--- config.mk ---
export PLATFORM = sky130hd
export DESIGN_NAME = ciclo_bus_rtc
export DESIGN_NICKNAME = d
export VERILOG_FILES = /design/src/rtl/ciclo_bus_rtc.sv
export SDC_FILE = /design/constraint.sdc
export NUM_CORES = 1
export LEC_CHECK = 0
export ABC_AREA = 1
export ABC_CLOCK_PERIOD_IN_PS = 2900
export BUFFER_PORTS_ARGS = -buffer_cell sky130_fd_sc_hd__buf_2
export CAP_MARGIN = 20
export CORE_UTILIZATION = 30
export DETAILED_ROUTE_END_ITERATION = 10
export PLACE_DENSITY = 0.61
export SLEW_MARGIN = 20
export SYNTH_ARGS = -nofsm -noshare
export SYNTH_HDL_FRONTEND = slang
export SYNTH_SLANG_ARGS = --single-unit
--- constraint.sdc ---
create_clock -name clk -period 2.9 [get_ports clk]
set_input_delay 0.29 -clock clk [delete_from_list [all_inputs] [get_ports clk]]
set_output_delay 0.29 -clock clk [all_outputs]
set_load 0.01 [all_outputs]
--- src/rtl/ciclo_bus_rtc.sv ---
// Multiplexed AD-bus cycle generator for an external RTC: address phase with ALE,
// then a timed read or write strobe, every phase lasting T_PULSO clocks.
module ciclo_bus_rtc #(
  parameter int unsigned T_PULSO = 4
) (
  input  logic       clk,
  input  logic       reset,
  input  logic       activa,
  input  logic       w,
  input  logic [7:0] dir,
  input  logic [7:0] dato_esc,
  input  logic [7:0] ad_in,
  output logic [7:0] ad_out,
  output logic       ad_oe,
  output logic       ale,
  output logic       cs_n,
  output logic       rd_n,
  output logic       wr_n,
  output logic [7:0] dato_lec,
  output logic       fin,
  output logic       ocupado
);

  localparam int unsigned T_EFF    = (T_PULSO == 0) ? 1 : T_PULSO;
  localparam logic [7:0]  CNT_LOAD = 8'(T_EFF - 1);

  typedef enum logic [2:0] {
    REPOSO, DIR_ALE, DIR_HOLD, ESPERA, ACCESO, RECUP, FIN
  } state_t;

  state_t     state_q, state_d;
  logic [7:0] cnt_q, cnt_d;
  logic [7:0] dir_q, dir_d;
  logic       w_q, w_d;
  logic [7:0] dato_q, dato_d;
  logic [7:0] dato_lec_q, dato_lec_d;
  logic [7:0] ad_out_q, ad_out_d;
  logic       ad_oe_q, ad_oe_d;
  logic       ale_q, ale_d;
  logic       cs_n_q, cs_n_d;
  logic       rd_n_q, rd_n_d;
  logic       wr_n_q, wr_n_d;
  logic       fin_q, fin_d;
  logic       ocupado_q, ocupado_d;

  always_comb begin
    state_d    = state_q;
    cnt_d      = cnt_q;
    dir_d      = dir_q;
    w_d        = w_q;
    dato_d     = dato_q;
    dato_lec_d = dato_lec_q;

    case (state_q)
      REPOSO: begin
        if (activa) begin
          dir_d   = dir;
          w_d     = w;
          dato_d  = dato_esc;
          cnt_d   = CNT_LOAD;
          state_d = DIR_ALE;
        end
      end
      DIR_ALE, DIR_HOLD, ESPERA, ACCESO, RECUP: begin
        if (cnt_q == 8'd0) begin
          cnt_d = CNT_LOAD;
          case (state_q)
            DIR_ALE:  state_d = DIR_HOLD;
            DIR_HOLD: state_d = ESPERA;
            ESPERA:   state_d = ACCESO;
            ACCESO:   state_d = RECUP;
            default:  state_d = FIN;
          endcase
          // Read data is sampled on the final clock of the strobe, just before rd_n rises.
          if (state_q == ACCESO && !w_q) begin
            dato_lec_d = ad_in;
          end
        end else begin
          cnt_d = cnt_q - 8'd1;
        end
      end
      FIN: begin
        if (!activa) begin
          state_d = REPOSO;
        end
      end
      default: state_d = REPOSO;
    endcase
  end

  // Bus outputs are decoded from the next state so they can be registered without lag.
  always_comb begin
    ale_d     = 1'b0;
    cs_n_d    = 1'b1;
    rd_n_d    = 1'b1;
    wr_n_d    = 1'b1;
    ad_oe_d   = 1'b0;
    ad_out_d  = 8'h00;
    fin_d     = 1'b0;
    ocupado_d = (state_d != REPOSO);

    case (state_d)
      DIR_ALE: begin
        ale_d    = 1'b1;
        ad_oe_d  = 1'b1;
        ad_out_d = dir_d;
      end
      DIR_HOLD: begin
        ad_oe_d  = 1'b1;
        ad_out_d = dir_d;
      end
      ACCESO: begin
        cs_n_d = 1'b0;
        if (w_d) begin
          wr_n_d   = 1'b0;
          ad_oe_d  = 1'b1;
          ad_out_d = dato_d;
        end else begin
          rd_n_d = 1'b0;
        end
      end
      RECUP: begin
        if (w_d) begin
          ad_oe_d  = 1'b1;
          ad_out_d = dato_d;
        end
      end
      FIN: fin_d = 1'b1;
      default: ;
    endcase
  end

  always_ff @(posedge clk or negedge reset) begin
    if (!reset) begin
      state_q    <= REPOSO;
      cnt_q      <= 8'd0;
      dir_q      <= 8'h00;
      w_q        <= 1'b0;
      dato_q     <= 8'h00;
      dato_lec_q <= 8'h00;
      ad_out_q   <= 8'h00;
      ad_oe_q    <= 1'b0;
      ale_q      <= 1'b0;
      cs_n_q     <= 1'b1;
      rd_n_q     <= 1'b1;
      wr_n_q     <= 1'b1;
      fin_q      <= 1'b0;
      ocupado_q  <= 1'b0;
    end else begin
      state_q    <= state_d;
      cnt_q      <= cnt_d;
      dir_q      <= dir_d;
      w_q        <= w_d;
      dato_q     <= dato_d;
      dato_lec_q <= dato_lec_d;
      ad_out_q   <= ad_out_d;
      ad_oe_q    <= ad_oe_d;
      ale_q      <= ale_d;
      cs_n_q     <= cs_n_d;
      rd_n_q     <= rd_n_d;
      wr_n_q     <= wr_n_d;
      fin_q      <= fin_d;
      ocupado_q  <= ocupado_d;
    end
  end

  assign ad_out   = ad_out_q;
  assign ad_oe    = ad_oe_q;
  assign ale      = ale_q;
  assign cs_n     = cs_n_q;
  assign rd_n     = rd_n_q;
  assign wr_n     = wr_n_q;
  assign dato_lec = dato_lec_q;
  assign fin      = fin_q;
  assign ocupado  = ocupado_q;

endmodule

; ---- After elaboration in Yosys (flattened, before gate mapping)
; Cells that the tools add are included.
[word_totals]
inputBits = 28
elab_cells = 62
reg_bits = 51
out_inout_bits = 23
[op_classes]
n_eq_ne = 12
reduce_logical = 11
mux = 24
n_addsub = 1
[ops]
columns = cell, count
row1 = 2-to-1 mux 8 bit, 7
row2 = one-hot mux 8 bit (2 select lines), 2
row3 = equality test 3 bit (second input constant), 6
row4 = one-hot mux 3 bit (4 select lines), 1
row5 = equality test 3 x 2 -> 1 bit (second input constant), 3
row6 = 2-to-1 mux 1 bit, 9
row7 = 2-to-1 mux 3 bit, 3
row8 = one-hot mux 3 bit (3 select lines), 1
row9 = logical NOT 8 bit, 1
row10 = subtractor 8 x 1 -> 8 bit (second input constant), 1
row11 = equality test 3 x 1 -> 1 bit (second input constant), 2
row12 = OR reduction 5 bit, 1
row13 = OR reduction 2 bit, 2
row14 = logical NOT 3 bit, 1
row15 = AND reduction 3 bit, 1
row16 = nonzero test 3 bit, 1
row17 = inequality test 2 bit (second input constant), 1
row18 = one-hot mux 1 bit (2 select lines), 1
row19 = AND reduction 2 bit, 1
row20 = nonzero test 2 bit, 1
row21 = logical AND 1 bit, 1
row22 = logical NOT 1 bit, 1

; ---- Longest topological paths before layout
; Gate-level depths: netlist (run 1).
[logic_depth]
depth_word = 7
depth_mapped = 12
ltp_nobuf = 12

; ---- Least setup slack after synthesis (run 1)
; OpenSTA, ideal clock, no wires.
[synth_path]
path_type = register to register
from = register cnt_q[0]
to = register ad_out_q[0], in the netlist ad_out[0]
arrival_time_ns = 1.502
path_buffers = 1
path_stages_with_launch = 12
setup_ns = 0.065
period_less_slack_ns = 1.567
t_required_ns = 2.835
slack_ns = 1.333
cell_sequence = dfrtp_1 > inv_1 > ha_1 > nand2_1 > nor2_1 > nand3_1 > nand2_1 > nand3_4 > nor2_4 > buf_4 > nand3_1 > nand2_1
[synth_between]
elab_chain_len = 6
[synth_rtl]
columns = element, line_no
row1 = "start, declared", 32  ; logic [7:0] cnt_q, cnt_d;
row2 = "start signal, assigned", 151  ; cnt_q <= cnt_d;
row3 = logical NOT 8 bit *, 65  ; if (cnt_q == 8'd0) begin
row4 = 2-to-1 mux 3 bit *, 65
row5 = one-hot mux 3 bit (3 select lines) *, 54  ; case (state_q)
row6 = net state_d[1], 31  ; state_t state_q, state_d;
row7 = equality test 3 bit (tied with other cells), 102  ; case (state_d)
row8 = OR reduction 2 bit (no source line), n/a
row9 = one-hot mux 8 bit (2 select lines) *, 102
row10 = net ad_out_d[0], 37  ; logic [7:0] ad_out_q, ad_out_d;
row11 = "end signal, assigned", 156  ; ad_out_q <= ad_out_d;
row12 = "end, declared", 37
; The timed path passes the listed nets; every way through them passes the cells marked *.
; A chain may end at the register's enable or synchronous reset.

; ---- Worst setup path after layout (run 1)
[layout_path]
from = register state_q[0]
to = register ad_out_q[4], in the netlist ad_out[4]
[layout_between]
elab_chain_len = 7
[layout_rtl]
columns = element, line_no
row1 = "start, declared", 31
row2 = "start signal, assigned", 150  ; state_q <= state_d;
row3 = equality test 3 bit (tied with other cells), "54, 67"
row4 = one-hot mux 3 bit (4 select lines), 67  ; case (state_q)
row5 = 2-to-1 mux 3 bit, 65
row6 = one-hot mux 3 bit (3 select lines), 54
row7 = equality test 3 bit (tied with other cells), 102
row8 = OR reduction 2 bit (no source line), n/a
row9 = one-hot mux 8 bit (2 select lines) *, 102
row10 = net ad_out_d[4], 37
; Marked as above.

==> results of run 1 <==
==> how the worst max path moves through the flow <==
stage	slack (ns)	endpoint	depth (start not counted)
2_1_floorplan	1.33	ad_out[0]	11
3_5_place_dp	0.91	ad_out[6]	11
3_3_place_gp	0.98	ad_out[1]	11
5_1_grt	0.75	ad_out[6]	11
6_report	0.92	ad_out[4]	11
4_1_cts	0.91	ad_out[5]	11
==> metrics by stage <==
| stage | power, mW | instances |
|---|---|---|
| 6_report | 2.76 | 375 |
| 5_1_grt | 3.00 | 375 |
| 4_1_cts | 2.79 | 375 |
| 3_5_place_dp | 2.29 | 367 |
| 3_3_place_gp | 2.27 | 367 |
| 2_1_floorplan | 1.98 | 224 |
==> power breakdown <==
group	switching (mW)	total [mW]	internal, mW
combinational	0.775	1.17	0.398
clock	0.235	0.495	0.260
sequential	0.110	1.09	0.979
==> cell usage in the layout, fill, tap and decap left out, types with 5 or more instances in the layout <==
| cell type | n |
|---|---|
| nand2_1 | 83 |
| buf_2 | 50 |
| dfrtp_1 | 48 |
| nand3_1 | 17 |
| inv_1 | 9 |
| nor2_1 | 8 |
| mux2_2 | 8 |
| inv_2 | 6 |
| o21ai_0 | 6 |
| clkbuf_8 | 5 |
==> area by class of cell <==
type                       instances  area [µm²]
clock inverter                     3        46.3
inverter                          15        56.3
clock buffer                       5        68.8
sequential                        51        1280
multi-input combinational        153         797
fill                             690        4240
tap                               96         120
timing repair buffer              52         265
==> kinds of logic after synthesis <==
logic type      after synthesis
simple gates                128
mux                           8
xor+xnor                      3
buf+inv                      20
fa+ha+maj                     1
flops                        51
compound gates               13
==> Yosys cell counts <==
cell / number / area [µm²]
a21oi_1: 2 / 10.0
buf_2: 4 / 20.0
buf_4: 1 / 7.51
dfrtp_1: 48 / 1200
dfstp_2: 3 / 78.8
ha_1: 1 / 12.5
inv_1: 9 / 33.8
inv_2: 6 / 22.5
mux2_2: 8 / 90.1
nand2_1: 83 / 312
nand2_2: 4 / 25.0
nand2_4: 1 / 11.3
nand3_1: 17 / 85.1
nand3_2: 2 / 20.0
nand3_4: 1 / 17.5
nand3b_1: 1 / 7.51
nand4_1: 2 / 12.5
nor2_1: 8 / 30.0
nor2_2: 3 / 18.8
nor2_4: 3 / 33.8
nor3_1: 2 / 10.0
nor3b_1: 1 / 7.51
o21ai_0: 6 / 30.0
o21ai_2: 2 / 17.5
o22ai_1: 2 / 12.5
o31ai_1: 1 / 7.51
xnor2_1: 1 / 8.76
xor2_1: 2 / 17.5
==> per-layer routing <==
metal	vias to the layer above	routed length, µm	GRT usage
li1	826	-	-
met1	782	1830	0.135
met2	32	2040	0.208
met3	7	118	0.0237
met4	0	81	0.0485
met5	-	0	0
==> registers in the layout (all words and copies together), names as in the netlist <==
name / count
ocupado: 1
ale: 1
fin: 1
dato_q: 8
rd_n: 1
state_q: 3
ad_out: 8
cnt_q: 8
w_q: 1
cs_n: 1
dir_q: 8
wr_n: 1
ad_oe: 1
dato_lec: 8
==> flow_summary.ini, run 1 <==
[outcome]
status = finished clean

[setup_path]
crit_path_start = state_q[0]
cp-start-kind = flop
worst_ep_arrival_time_ns = 2.18
critical_path_required_ns = 3.09
max_stage_delay_ns = 0.44
rr_worst_depth = 11
cp_num_buf_inv = 3
rr_endpoint = ad_out[4]
criticalPathCategory = reg2reg
cp_cell_sequence = nor2_1 > nand3b_1 > buf_4 > inv_2 > nor2_4 > inv_2 > nand2_2 > nand3_2 > nand2_4 > nand2_1 > nand2_1
r2r-start = state_q[0]
path_max_fanout = 20
reg2reg_slack_ns = 0.92
cp_top_family = simple AND/OR/NAND/NOR gates
worstSetupEndpointType = flop
crit_path_top_delay_cell = dfrtp_1

[die]
die_w_um = 86.9
dieArea_um2 = 7550
ios = 51
start_util = 0.315
die_h_um = 86.9
rows = 30
core_area_um2 = 6870

[job]
maxCapViolations = 0

[layout]
fin_nets = 307
postLayoutCellArea_um2 = 2630
area_growth_pct = 21.9
final_util = 0.383
antenna_cells = 0
layout-drive-gt1-share = 0.333

[clocking]
cts_tree = done
ctsResizeCount = 0
clk_pin_slew_ns = 0.10
post_cts_buffers = 0
root_buffer = clkbuf_8
clk_path_buf_depth = 2
holdBufCountCts = 0
htreeDepth = 2
numCtsBuffers = 5
clk_latency_ns = 0.30
cts_num_sinks = 51

[detailed_routing]
post_drt_wl_per_cell_um = 10.9
drt-initial-drc-count = 61
ant_nets = 0
via_count = 1647
vias_per_cell = 4.39
routed_wl_um = 4070
dr.pass1.iters = 4
drc = 0

[timing]
finalCriticalPeriod_ns = 1.98
setup_viol = 0
finalCritPeriodShare = 0.684
tns_ns = 0
hold_viol = 0
fmax_mhz = 504
whs_ns = 0.0309
slew_headroom = 0.520
setup_slack_ns = 0.916
rsz0062_at_grt = false
fin_skew_ns = 0.00747
worst_pin_slew_ns = 0.719
slew_violations = 0

[synth]
synth_simple_gate_area_frac = 0.273
synth_compound_area_frac = 0.0359
synth_mux_area_frac = 0.0417
synth_fa_ha_area_frac = 0.00579
yosys_register_bits = 51
syn_area_per_cell_um2 = 9.65
post_synth_xor_area_fraction = 0.0122
syn_nets = 253
ys_seq_area_frac = 0.592
postSynthCellCount = 224
yosys_warnings = 0
synth_area_um2 = 2160
ys_types = 28
synth_top_family_by_area = simple AND/OR/NAND/NOR gates

[power]
p_leak_nw = 1.36
p_per_area_nw_per_um2 = 1050
irDropWorstVdd_mv = 0.308

[global_route]
grt_max_degree = 35
grt_pass1_vias = 1564
antenna_found_initial = 0
gr-total-overflow = 0
grtUsageTotal = 0.116
grt_pass1_wl_um = 6800

[place]
port_buffers = 50
placed_cell_area_um2 = 2520
preCtsSetupSlack_ns = 0.909
dp_hpwl_um = 2950
place_congestion = 0.806

[hold_path]
hold_class = in2async
(Power assumes the default switching activity.)
==> inputs of run 2 (changes only) <==
ABC_AREA = 0   (was 1)
ABC_CLOCK_PERIOD_IN_PS = 2000   (was 2900)
PLACE_DENSITY = 0.6   (was 0.61)
clock period = 2 ns   (was 2.9 ns; I/O delays follow)
==> flow_summary.ini, run 2 <==
[outcome]
status = finished with violations
violations = hold timing

[synth]
yosys_register_bits = 51
synth_top_cells_by_area = dfrtp_1, mux2_4, mux2_2, mux2i_1, dfstp_2
ys_async_sr_fraction = 1.00
synth_top_cell_area_share = 0.541
synthTopCellsByCount = dfrtp_1, inv_1, nand2_1
synth_most_common_cell = dfrtp_1
synth_edf_count = 0
syn_area_per_cell_um2 = 11.7
ys_seq_area_frac = 0.576
ys_types = 41
synthFlopType = dfrtp_1
postSynthCellCount = 190
yosys_warnings = 0
synth_top_area_cell = dfrtp_1
syn_nets = 219
synth_area_um2 = 2220

[detailed_routing]
drt-initial-drc-count = 46
met3_length_um = 221
via_count = 1643
post_drt_wl_per_cell_um = 12.8
wl_met2_um = 2120
routed_wl_um = 4490
top_layer = met4
drc = 0
met1Wirelength_um = 2070
dr.pass1.iters = 4
ant_nets = 0
vias_per_cell = 4.68

[die]
rows = 31
die_w_um = 88.1
ios = 51
die_h_um = 88.1
core_area_um2 = 7210
dieArea_um2 = 7760
start_util = 0.308

[timing]
tns_ns = 0
slew_violations = 0
whs_ns = -0.00302
setup_slack_ns = 0.0805
hold_viol = 8
finalCriticalPeriod_ns = 1.92
setup_viol = 0
slew_headroom = 0.583
fmax_mhz = 521
fin_skew_ns = 0.00613
worst_pin_slew_ns = 0.625
finalCritPeriodShare = 0.960
rsz0062_at_grt = false

[layout]
fin_cells = 351
antenna_cells = 0
fin_nets = 280
area_growth_pct = 24.8
most-common-layout-cells = buf_2, dfrtp_1, inv_1, nand2_1, buf_4
layout-drive-gt1-share = 0.413
final_common_cell = buf_2

[place]
placedCellCount = 343
dp_hpwl_um = 3130
preCtsSetupSlack_ns = 0.00535
port_buffers = 50
place_congestion = 0.747

[power]
irDropWorstVdd_mv = 0.556
p_leak_nw = 1.33
p_per_area_nw_per_um2 = 1500
p_total_mw = 4.17

[setup_path]
critical_path_required_ns = 2.19
criticalPathCategory = reg2reg
max_stage_delay_ns = 0.54
cp_cell_sequence = inv_1 > ha_2 > nor3b_4 > nand2_4 > or4_4 > mux2_4
worstSetupEndpointType = flop
rr_endpoint = dato_lec[4]
path_max_fanout = 8
cp-start-kind = flop
rr_worst_depth = 6
reg2reg_slack_ns = 0.08
cp_num_buf_inv = 1
r2r-start = cnt_q[0]
crit_path_top_delay_cell = or4_4
worst_ep_arrival_time_ns = 2.11
cp_top_family = simple AND/OR/NAND/NOR gates

[global_route]
grt_pass1_vias = 1612
grt_max_degree = 52
grtUsageTotal = 0.126
antenna_found_initial = 0
grt_pass1_wl_um = 7450
gr-total-overflow = 0

[clocking]
clk_path_buf_depth = 2
cts_num_sinks = 51
clk_latency_ns = 0.30
post_cts_buffers = 0
root_buffer = clkbuf_8
numCtsBuffers = 5
holdBufCountCts = 0
htreeDepth = 2
clk_pin_slew_ns = 0.09
cts_tree = done

[job]
maxCapViolations = 0

[hold_path]
hold_class = in2async
[run 2: timing repair]
item	CTS	global route
resized for setup	1	2
pin swaps	0	1
hold endpoints to repair	0	0
setup endpoints to repair	8	16
[run 2: where the power goes]
group	total (mW)	leakage [nW]	internal, mW	switching [mW]
combinational	1.88	0.677	0.907	0.972
clock	0.581	0.0412	0.245	0.335
sequential	1.71	0.613	1.48	0.233
[run 2: cells by family (layout without fill, tap and decap cells)]
| kind of cell | Yosys count | in the layout | synth area share |
|---|---|---|---|
| compound gates | 38 | 38 | 0.107 |
| simple gates | 51 | 51 | 0.131 |
| fa+ha+maj | 1 | 1 | 0.00563 |
| flops | 51 | 51 | 0.576 |
| buf+inv | 24 | 86 | 0.0450 |
| mux | 25 | 25 | 0.136 |
[run 2: routing by layer]
layer | GRT usage | vias to the layer above
met5 | 0 | -
met4 | 0.0572 | 0
met3 | 0.0339 | 9
met2 | 0.212 | 45
met1 | 0.152 | 803
li1 | - | 786
[run 2: per-stage QoR]
stage	area, µm²	util
CTS	2770	0.384
global placement	2680	0.371
global route	2770	0.384
finish	2770	0.384
detailed placement	2680	0.371
floorplan	2230	-
[run 2: area by class of cell]
| type | instances | area, µm² |
|---|---|---|
| clock buffers | 6 | 72.6 |
| clock inverters | 2 | 12.5 |
| fillers | 746 | 4440 |
| inverters | 14 | 52.6 |
| multi-input cells | 115 | 865 |
| flip-flops and latches | 51 | 1280 |
| well taps | 99 | 124 |
| repair buffers | 64 | 368 |
[run 2: worst max-delay path by stage]
stage               startpoint     endpoint  depth (start not counted)
detailed placement    cnt_q[0]  dato_lec[4]                          6
finish                cnt_q[0]  dato_lec[4]                          6
floorplan             cnt_q[0]     cnt_q[2]                          7
global placement      cnt_q[0]  dato_lec[4]                          6
CTS                   cnt_q[0]  dato_lec[4]                          6
global route          cnt_q[1]  dato_lec[1]                          6
